==> config.mk <==
export PLATFORM = sky130hd
export DESIGN_NAME = in_stream_unpacker
export DESIGN_NICKNAME = d
export VERILOG_FILES = /design/src/rtl/in_stream_unpacker_pkg.sv /design/src/rtl/in_stream_unpacker_line.sv /design/src/rtl/in_stream_unpacker.sv
export SDC_FILE = /design/constraint.sdc
export NUM_CORES = 2
export LEC_CHECK = 0
export CAP_MARGIN = 20
export CORE_UTILIZATION = 40
export CTS_BUF_LIST = sky130_fd_sc_hd__clkbuf_4
export CTS_CLUSTER_SIZE = 24
export DETAILED_ROUTE_END_ITERATION = 8
export SLEW_MARGIN = 20
export SYNTH_ARGS = -nofsm -noshare
export SYNTH_HDL_FRONTEND = slang
export SYNTH_SLANG_ARGS = --single-unit
export TNS_END_PERCENT = 10
==> constraint.sdc <==
create_clock -name clk -period 53.9 [get_ports clk]
set_clock_uncertainty 0.1 [all_clocks]
set_input_delay 10.78 -clock clk [delete_from_list [all_inputs] [get_ports clk]]
set_output_delay 10.78 -clock clk [all_outputs]
set_load 0.05 [all_outputs]
==> src/rtl/in_stream_unpacker_pkg.sv <==
// Shared definitions for the CGRA stream controllers: FSM encoding,
// a clog2 helper and the default memory-line / word geometry.
package in_stream_unpacker_pkg;

    typedef enum logic [1:0] {
        IDLE = 2'd0,
        RUN  = 2'd1,
        DONE = 2'd2
    } state_e;

    localparam int DEFAULT_LINE_W = 512;
    localparam int DEFAULT_DATA_W = 16;

    // Ceiling log2 with a floor of 1 so index vectors are never zero-width.
    function automatic int clog2(input int v);
        int r;
        r = 0;
        while ((32'sd1 << r) < v) r = r + 1;
        if (r < 1) r = 1;
        return r;
    endfunction

endpackage

==> src/rtl/in_stream_unpacker_line.sv <==
// Small synchronous line FIFO with a fall-through read port so a freshly
// pushed line can be popped on the following cycle.
module line_fifo
    import in_stream_unpacker_pkg::*;
#(
    parameter int WIDTH = 512,
    parameter int DEPTH = 2
) (
    input  logic                          clk,
    input  logic                          rst,
    input  logic                          push,
    input  logic [WIDTH-1:0]              din,
    input  logic                          pop,
    output logic [WIDTH-1:0]              dout,
    output logic [clog2(DEPTH+1)-1:0]     count,
    output logic                          empty,
    output logic                          full
);
    localparam int PW = clog2(DEPTH);
    localparam int CW = clog2(DEPTH + 1);

    logic [WIDTH-1:0] mem_q [DEPTH];
    logic [PW-1:0]    wr_ptr_q;
    logic [PW-1:0]    rd_ptr_q;
    logic [CW-1:0]    count_q;
    logic             do_push;
    logic             do_pop;

    function automatic logic [PW-1:0] ptr_inc(input logic [PW-1:0] p);
        return (p == PW'(DEPTH - 1)) ? '0 : p + 1'b1;
    endfunction

    assign empty   = (count_q == '0);
    assign full    = (count_q == CW'(DEPTH));
    assign do_pop  = pop & ~empty;
    assign do_push = push & (~full | do_pop);
    assign dout    = mem_q[rd_ptr_q];
    assign count   = count_q;

    always_ff @(posedge clk) begin
        if (do_push) mem_q[wr_ptr_q] <= din;
    end

    always_ff @(posedge clk) begin
        if (rst) begin
            wr_ptr_q <= '0;
            rd_ptr_q <= '0;
            count_q  <= '0;
        end else begin
            if (do_push) wr_ptr_q <= ptr_inc(wr_ptr_q);
            if (do_pop)  rd_ptr_q <= ptr_inc(rd_ptr_q);
            count_q <= count_q + CW'(do_push) - CW'(do_pop);
        end
    end

    assert property (@(posedge clk) disable iff (rst) !(push && full && !pop));
    assert property (@(posedge clk) disable iff (rst) !(pop && empty));

endmodule

==> src/rtl/in_stream_unpacker.sv <==
// Input-stream controller: requests memory lines ahead of consumption, buffers
// them, and streams num_data DATA_W-bit words LSB-first to the CGRA port.
module in_stream_unpacker
    import in_stream_unpacker_pkg::*;
#(
    parameter int LINE_W     = DEFAULT_LINE_W,
    parameter int DATA_W     = DEFAULT_DATA_W,
    parameter int FIFO_DEPTH = 2,
    parameter int CNT_W      = 64
) (
    input  logic              clk,
    input  logic              rst,
    input  logic              start,
    input  logic [CNT_W-1:0]  num_data,
    input  logic              available_read,
    output logic              req_rd_data,
    input  logic              rd_valid,
    input  logic [LINE_W-1:0] rd_data,
    output logic              dout_valid,
    input  logic              dout_ready,
    output logic [DATA_W-1:0] dout,
    output logic              done,
    output logic [CNT_W-1:0]  words_sent
);
    localparam int WPL   = LINE_W / DATA_W;
    localparam int IDX_W = clog2(WPL);
    localparam int CW    = clog2(FIFO_DEPTH + 1);
    localparam int OW    = CW + 2;

    state_e            state_q;
    logic [CNT_W-1:0]  total_q;
    logic [CNT_W-1:0]  lines_total_q;
    logic [CNT_W-1:0]  lines_req_q;
    logic [CNT_W-1:0]  words_sent_q;
    logic [CW-1:0]     outstanding_q;
    logic [LINE_W-1:0] line_q;
    logic              loaded_q;
    logic [IDX_W-1:0]  idx_q;
    logic [DATA_W-1:0] dout_q;
    logic              done_q;

    logic [LINE_W-1:0] fifo_dout;
    logic [CW-1:0]     fifo_count;
    logic              fifo_empty;
    logic              fifo_full;
    logic              push;
    logic              pop;
    logic              req;
    logic              xfer;
    logic              last_word;
    logic              end_of_line;
    logic [DATA_W-1:0] cur_words [WPL];

    for (genvar gi = 0; gi < WPL; gi++) begin : g_unpack
        assign cur_words[gi] = line_q[gi*DATA_W +: DATA_W];
    end

    // The loaded current line counts toward occupancy, so at most FIFO_DEPTH
    // lines are ever held or in flight.
    assign req = ~rst & (state_q == RUN) & start & available_read
               & (lines_req_q < lines_total_q)
               & ((OW'(outstanding_q) + OW'(fifo_count) + OW'(loaded_q)) < OW'(FIFO_DEPTH));

    assign dout_valid  = ~rst & (state_q == RUN) & loaded_q & start;
    assign xfer        = dout_valid & dout_ready;
    assign last_word   = xfer & ((words_sent_q + CNT_W'(1)) == total_q);
    assign end_of_line = xfer & (idx_q == IDX_W'(WPL - 1));
    assign push        = rd_valid & (outstanding_q != '0);
    assign pop         = ~rst & (state_q == RUN) & ~fifo_empty & ~last_word
                       & (~loaded_q | end_of_line);

    line_fifo #(.WIDTH(LINE_W), .DEPTH(FIFO_DEPTH)) u_fifo (
        .clk   (clk),
        .rst   (rst),
        .push  (push),
        .din   (rd_data),
        .pop   (pop),
        .dout  (fifo_dout),
        .count (fifo_count),
        .empty (fifo_empty),
        .full  (fifo_full)
    );

    always_ff @(posedge clk) begin
        if (rst) begin
            state_q       <= IDLE;
            total_q       <= '0;
            lines_total_q <= '0;
            lines_req_q   <= '0;
            words_sent_q  <= '0;
            outstanding_q <= '0;
            line_q        <= '0;
            loaded_q      <= 1'b0;
            idx_q         <= '0;
            dout_q        <= '0;
            done_q        <= 1'b0;
        end else begin
            outstanding_q <= outstanding_q + CW'(req) - CW'(push);
            lines_req_q   <= lines_req_q + CNT_W'(req);
            unique case (state_q)
                IDLE: begin
                    if (start) begin
                        total_q       <= num_data;
                        lines_total_q <= (num_data / CNT_W'(WPL))
                                       + CNT_W'((num_data % CNT_W'(WPL)) != '0);
                        if (num_data == '0) begin
                            state_q <= DONE;
                            done_q  <= 1'b1;
                        end else begin
                            state_q <= RUN;
                        end
                    end
                end
                RUN: begin
                    if (xfer) words_sent_q <= words_sent_q + CNT_W'(1);
                    if (pop) begin
                        line_q   <= fifo_dout;
                        loaded_q <= 1'b1;
                        idx_q    <= '0;
                        dout_q   <= fifo_dout[DATA_W-1:0];
                    end else if (xfer) begin
                        if (end_of_line) begin
                            loaded_q <= 1'b0;
                        end else begin
                            idx_q  <= idx_q + 1'b1;
                            dout_q <= cur_words[idx_q + 1'b1];
                        end
                    end
                    // Any unread tail of the final line is dropped here.
                    if (last_word) begin
                        state_q  <= DONE;
                        done_q   <= 1'b1;
                        loaded_q <= 1'b0;
                    end
                end
                DONE: begin
                    loaded_q <= 1'b0;
                end
                default: state_q <= IDLE;
            endcase
        end
    end

    assign req_rd_data = req;
    assign dout        = dout_q;
    assign done        = done_q;
    assign words_sent  = words_sent_q;

    assert property (@(posedge clk) disable iff (rst) !(rd_valid && outstanding_q == '0));

endmodule
## After elaboration in Yosys (flattened, before gate mapping)

Memories as Yosys holds them, arrays and structs flattened. A register that Yosys moved wholly into a read port is not among the register bits.
Index checks and enable logic that the tools add are counted.

- Flip-flop bits (word level): 799
- Memory bits (read-only): 0
- Memory bits (writable): 1024
- Memories kept: 1
- Bits in latches: 0
- Word-level logic and storage cells: 109

Memories:

| name | words | width | rd ports | clocked after memory_dff | write ports | line | text |
|---|---|---|---|---|---|---|---|
| u_fifo.mem_q | 2 | 512 | 1 | 1 | 1 | in_stream_unpacker_line.sv:22 | `logic [WIDTH-1:0] mem_q [DEPTH];` |

- Shift operators: 0
- Order comparisons: 3
- Reductions and logical operators: 15
- Div/mod/pow operators: 0
- Add/subtract/negate cells: 12
- Multiplexer cells: 28
- Bitwise gates (word level): 25
- Multiply operators: 0
- Equal/unequal tests: 11

Operator list:

| operator | count |
|---|---|
| binary-select mux 16 bit (select 5 bit) | 1 |
| two-way mux 16 bit | 5 |
| adder 64 x 1 -> 64 bit | 1 |
| adder 64 x 1 -> 64 bit, second input constant | 1 |
| == test 64 bit | 1 |
| zero test 64 bit | 1 |
| less-than comparator 64 bit | 1 |
| nonzero test 64 bit | 1 |
| adder 59 x 1 -> 60 bit | 1 |
| bitwise AND 1 bit | 16 |
| two-way mux 5 bit | 3 |
| two-way mux 1 bit | 13 |
| AND reduction 3 bit | 3 |
| != test 4 x 3 -> 1 bit, second input constant | 2 |
| nonzero test 2 bit | 4 |
| greater-or-equal comparator 6 bit, second input constant | 1 |
| two-way mux 2 bit | 3 |
| != test 2 bit, second input constant | 3 |
| inverter 1 bit | 6 |
| inverter 5 -> 6 bit | 1 |
| case mux 2 bit (3 select lines) | 1 |
| AND reduction 2 bit | 3 |
| adder 5 x 1 -> 5 bit, second input constant | 1 |
| == test 5 bit, second input constant | 1 |
| 13 further kinds | 20 |

## Logic depth before layout (Yosys ltp)

- Word-level depth: 14
- Mapped depth: 25
- Gate-level depth less buffers: 23

## By module

A second synthesis with hierarchy kept.

- Cell total of the unflattened synthesis: 6202
- Area, all modules: 76349.5 um^2

Modules (own cells, without submodules):

| module | cells an instance | times used | seq. area each (um^2) | area each (um^2) |
|---|---|---|---|---|
| in_stream_unpacker | 4577 | 1 | 15835.2 | 38932.3 |
| line_fifo | 1625 | 1 | 30849.6 | 37417.1 |

## Worst setup path before layout

OpenSTA, ideal clock, no wires.

- Path kind: in2reg
- Start: input port rst
- End: memory u_fifo.mem_q[0][0], enable pin
- Cell stages on the path: 7
- Required time: 51.496 ns
- Data arrival time: 50.247 ns
- Slack: 1.250 ns
- Path buffers: 1
- Cell sequence: and3b_1 and3_1 nand2_1 a211oi_1 clkbuf_1 nand2_1 a311oi_1

- Word-level cells in the longest chain between the ends: 14
- Elaborated cells on any way between the ends: 17

RTL lines:

| what | line | text |
|---|---|---|
| from (decl) | in_stream_unpacker.sv:12 | `input logic rst,` |
| inverter 1 bit (*) | in_stream_unpacker.sv:64, in_stream_unpacker.sv:69 |  |
| bitwise AND 1 bit (*) | in_stream_unpacker.sv:64, in_stream_unpacker.sv:69 |  |
| bitwise AND 1 bit (2 in series) | in_stream_unpacker.sv:64 | `assign dout_valid = ~rst & (state_q == RUN) & loaded_q & start;` |
| bitwise AND 1 bit | in_stream_unpacker.sv:65 | `assign xfer = dout_valid & dout_ready;` |
| bitwise AND 1 bit | in_stream_unpacker.sv:66 | `assign last_word = xfer & ((words_sent_q + CNT_W'(1)) == total_q);` |
| inverter 1 bit | in_stream_unpacker.sv:69 | `assign pop = ~rst & (state_q == RUN) & ~fifo_empty & ~last_word` |
| bitwise AND 1 bit | in_stream_unpacker.sv:69 |  |
| bitwise AND 1 bit (*) | in_stream_unpacker.sv:70 | `& (~loaded_q \| end_of_line);` |
| bitwise AND 1 bit (*) | in_stream_unpacker_line.sv:35 | `assign do_pop = pop & ~empty;` |
| bitwise OR 1 bit (*) | in_stream_unpacker_line.sv:36 | `assign do_push = push & (~full \| do_pop);` |
| bitwise AND 1 bit (*) | in_stream_unpacker_line.sv:36 |  |
| two-way mux 1 bit (*) | in_stream_unpacker_line.sv:41 | `if (do_push) mem_q[wr_ptr_q] <= din;` |
| two-way mux 1 bit (not written as such) (*) | in_stream_unpacker_line.sv:41 |  |
| to (decl) | in_stream_unpacker_line.sv:22 |  |

Every way passes the cells marked *; elsewhere a longest branch is shown, timed or not.

## Worst setup path in the final report

- Start: input port available_read
- End: output port req_rd_data

- Word-level cells in the longest chain between the ends: 3

RTL lines:

| what | line | text |
|---|---|---|
| from (decl) | in_stream_unpacker.sv:15 | `input logic available_read,` |
| bitwise AND 1 bit | in_stream_unpacker.sv:60 | `assign req = ~rst & (state_q == RUN) & start & available_read` |
| bitwise AND 1 bit | in_stream_unpacker.sv:61 | `& (lines_req_q < lines_total_q)` |
| bitwise AND 1 bit | in_stream_unpacker.sv:62 | `& ((OW'(outstanding_q) + OW'(fifo_count) + OW'(loaded_q)) < OW'(FIFO_DEPTH));` |
| to (decl) | in_stream_unpacker.sv:16 | `output logic req_rd_data,` |

No other way between the ends.

==> metrics.csv <==
stage,metric,value,unit
cts,insertion_delay,1.42,ns
routing,totalWireLength,240000,um
pwr,switchingPower,0.000919,W
yosys,synth_nets,6319,
pwr,p_int,0.00245,W
placed_design,placed_cells,8489,
die,pin_count,665,
cts,htree_num_levels,5,
setup_path,cp-end-kind,output pin,
die,rows,161,
yosys,synth.avg_cell_area,13.7,um2
sta,rsz0062_at_grt,false,
sta,worst_pin_slew,1.30,ns
routing,vias,51400,
min_path,hold_path.class,reg -> reg,
yosys,synth_cells,5663,
global_routing,grt_overflow,0,
placed_design,dp_hpwl,160000,um
yosys,ys_warn_count,0,
die,die_x,443,um
yosys,yosysSeqAreaShare,60.0,%
cells_and_area,final_core_util,48.0,%
yosys,synth_most_common_cell,edfxtp_1,
sta,setup_tns,0,ns
yosys,netlist.area_leader.share,39.5,%
setup_path,worstSetupPathType,in -> out,
die,initial_core_util,40.3,%
pwr,power_density,36.4,nW/um2
setup_path,cp_max_fo,3,
pwr,leakage,29.1,nW
setup_path,required,43.02,ns
global_routing,antenna_found_initial,74,
yosys,synth_cell_type_count,80,
placed_design,numPortBuffers,664,
die,die-area,196000,um2
cells_and_area,areaGrowthSynthToFinish,19.0,%
sta,max_freq,41.6,MHz
pwr,switching_share,27.3,%
sta,setup_slack,29.84,ns
cells_and_area,fin_cells,9407,
routing,drc,0,
global_routing,grt_pass1_wl,346000,um
cts,root_buffer,clkbuf_4,
die,core_area,193000,um2
setup_path,cp-start-kind,input pin,
yosys,synth-main-ff-cell,edfxtp_1,
cts,cts_made_buffers,488,
cts,post_cts_buffers,0,
die,die_h,443,um
cts,post_cts_resized,0,
routing,vias_per_cell,5.46,
routing,wl_per_cell,25.5,um
yosys,synthArstFlopShare,0,%
sta,min_period_over_period,44.6,%
pwr,total_power,0.00337,W
yosys,synth_edf_count,1024,
pwr,vdd_ir_drop_max,28.5,uV
placed_design,routabilityCongestion,0.914,
routing,drt_iter0_markers,3934,
yosys,synth_common_cells,"edfxtp_1 (1024), dfxtp_1 (796), mux2i_1 (534)",
pwr,seq_power_share,50.0,%
cts,clock_sinks,1820,
yosys,synthesis.area,77800,um2
yosys,synthTopCellsByArea,"edfxtp_1 (40%), dfxtp_1 (20%), a211oi_2 (7.8%)",
cells_and_area,drive_above_1_share,25.7,%
cells_and_area,fin_nets,7111,
yosys,ys_ff_latch,1820,
sta,period_needed,24.06,ns
cts,postCtsHoldBufs,0,
routing,first_pass_iters,5,
routing,antenna_left,0,
run_status,outcome,"complete, no violations",
sta,hold_viol,0,
cts,clkSlewWorstSetupHoldPaths,0.06,ns
cts,cts_tree,yes,
setup_path,cp.arrival,13.18,ns
cts,cts.path.max_buffers,4,
sta,slew_headroom,13.3,%
global_routing,grt_use_total,23.8,%
yosys,yosys.area.top_type,edfxtp_1,
job,maxCapViolCount,0,
placed_design,place_ws,29.73,ns
pwr,p_comb_share,13.5,%
global_routing,grt_max_degree,198,
sta,final-max-slew-violation-count,0,
global_routing,grt_pass1_vias,51200,
sta,setup_violations,0,
pwr,power_frac_clock,36.5,%
==> stage by stage <==
stage / hold slack, ns / instance area [um2]
4_1_cts: 0.352 / 92400
5_1_grt: 0.376 / 92600
6_report: 0.347 / 92600
3_3_place_gp: 0.329 / 86100
3_5_place_dp: 0.336 / 86100
2_1_floorplan: 0.321 / 77800
==> cell usage in the layout, fill, tap and decap left out, types with 4 or more instances in the layout <==
cell,count
edfxtp_1,1024
dfxtp_1,794
clkbuf_4,768
clkdlybuf4s50_1,663
mux2i_1,534
a211oi_2,486
a21oi_1,450
nor2_1,247
nand2_1,244
a21oi_2,193
mux4_2,160
xor2_1,124
xnor2_1,117
clkinv_1,100
nand4_1,95
inv_1,87
nand3_1,76
ha_1,72
o21ai_0,60
a211oi_1,60
nor3_1,57
or3_1,56
buf_4,54
a21o_1,43
nor4_1,41
diode_2,28
and3_1,26
and4_1,19
o21ba_2,17
a311oi_1,17
clkinv_2,14
nor2b_1,12
nand2b_1,12
buf_12,11
and2_1,10
or2_2,10
a31oi_1,9
nor4_4,4
mux2_2,4
==> critical path: stages <==
cell and delay [ns]:
clkdlybuf4s50_1 0.63, and4b_1 0.25, nand4_1 0.17, a211oi_1 0.28, buf_4 0.18, clkdlybuf4s50_1 0.88
==> power groups by stage <==
stage / Sequential, W / Combinational (W) / Clock [W]
CTS: 0.00169 / 0.000459 / 0.00127
global placement: 0.00171 / 0.000452 / 0
floorplan: 0.00191 / 0.000286 / 0
finish: 0.00169 / 0.000454 / 0.00123
global route: 0.00170 / 0.000492 / 0.00134
detailed placement: 0.00172 / 0.000456 / 0
==> sequential cells by signal (all words and copies together) (netlist names), 2 cells and up, named ones only <==
register       count
dout              16
u_fifo.mem_q    1024
lines_total_q     60
state_q            2
line_q           512
idx_q              5
total_q           64
outstanding_q      2
u_fifo.count       2
words_sent        64
lines_req_q       64
==> final cells by class <==
cell class / instances / area (um2)
Fill cell: 17100 / 100000
Sequential cell: 1820 / 46700
Multi-Input combinational cell: 3323 / 28600
Timing Repair Buffer: 734 / 7370
Clock buffer: 768 / 5770
Tap cell: 2526 / 3160
Clock inverter: 120 / 559
Inverter: 88 / 330
Antenna cell: 28 / 70.1
==> routing by layer <==
metal / vias up / global-route usage (%) / part of all wire [%]
met2: 1692 / 40.1 / 50
met5: - / 0 / 0.13
met3: 461 / 5.15 / 5.9
li1: 23500 / - / -
met4: 52 / 8.76 / 3.3
met1: 25700 / 30.0 / 41
==> final timing paths <==
| kind | start | to | slack, ns | depth (start not counted) |
|---|---|---|---|---|
| worst max-delay path | available_read | req_rd_data | 29.84 | 6 |
| worst min-delay path | line_q[12] | line_q[12] | 0.35 | 1 |
| worst max register to register | words_sent[32] | line_q[166] | 46.54 | 14 |
| worst min register to register | line_q[12] | line_q[12] | 0.35 | 1 |
==> logic make-up after synthesis <==
logic type / synth area share (%)
flops: 60.0
simple gates: 6.03
mux: 11.6
xor+xnor: 2.74
compound gates: 15.1
fa+ha+maj: 1.20
buf+inv: 3.31
Power figures use the tool's default switching activity.
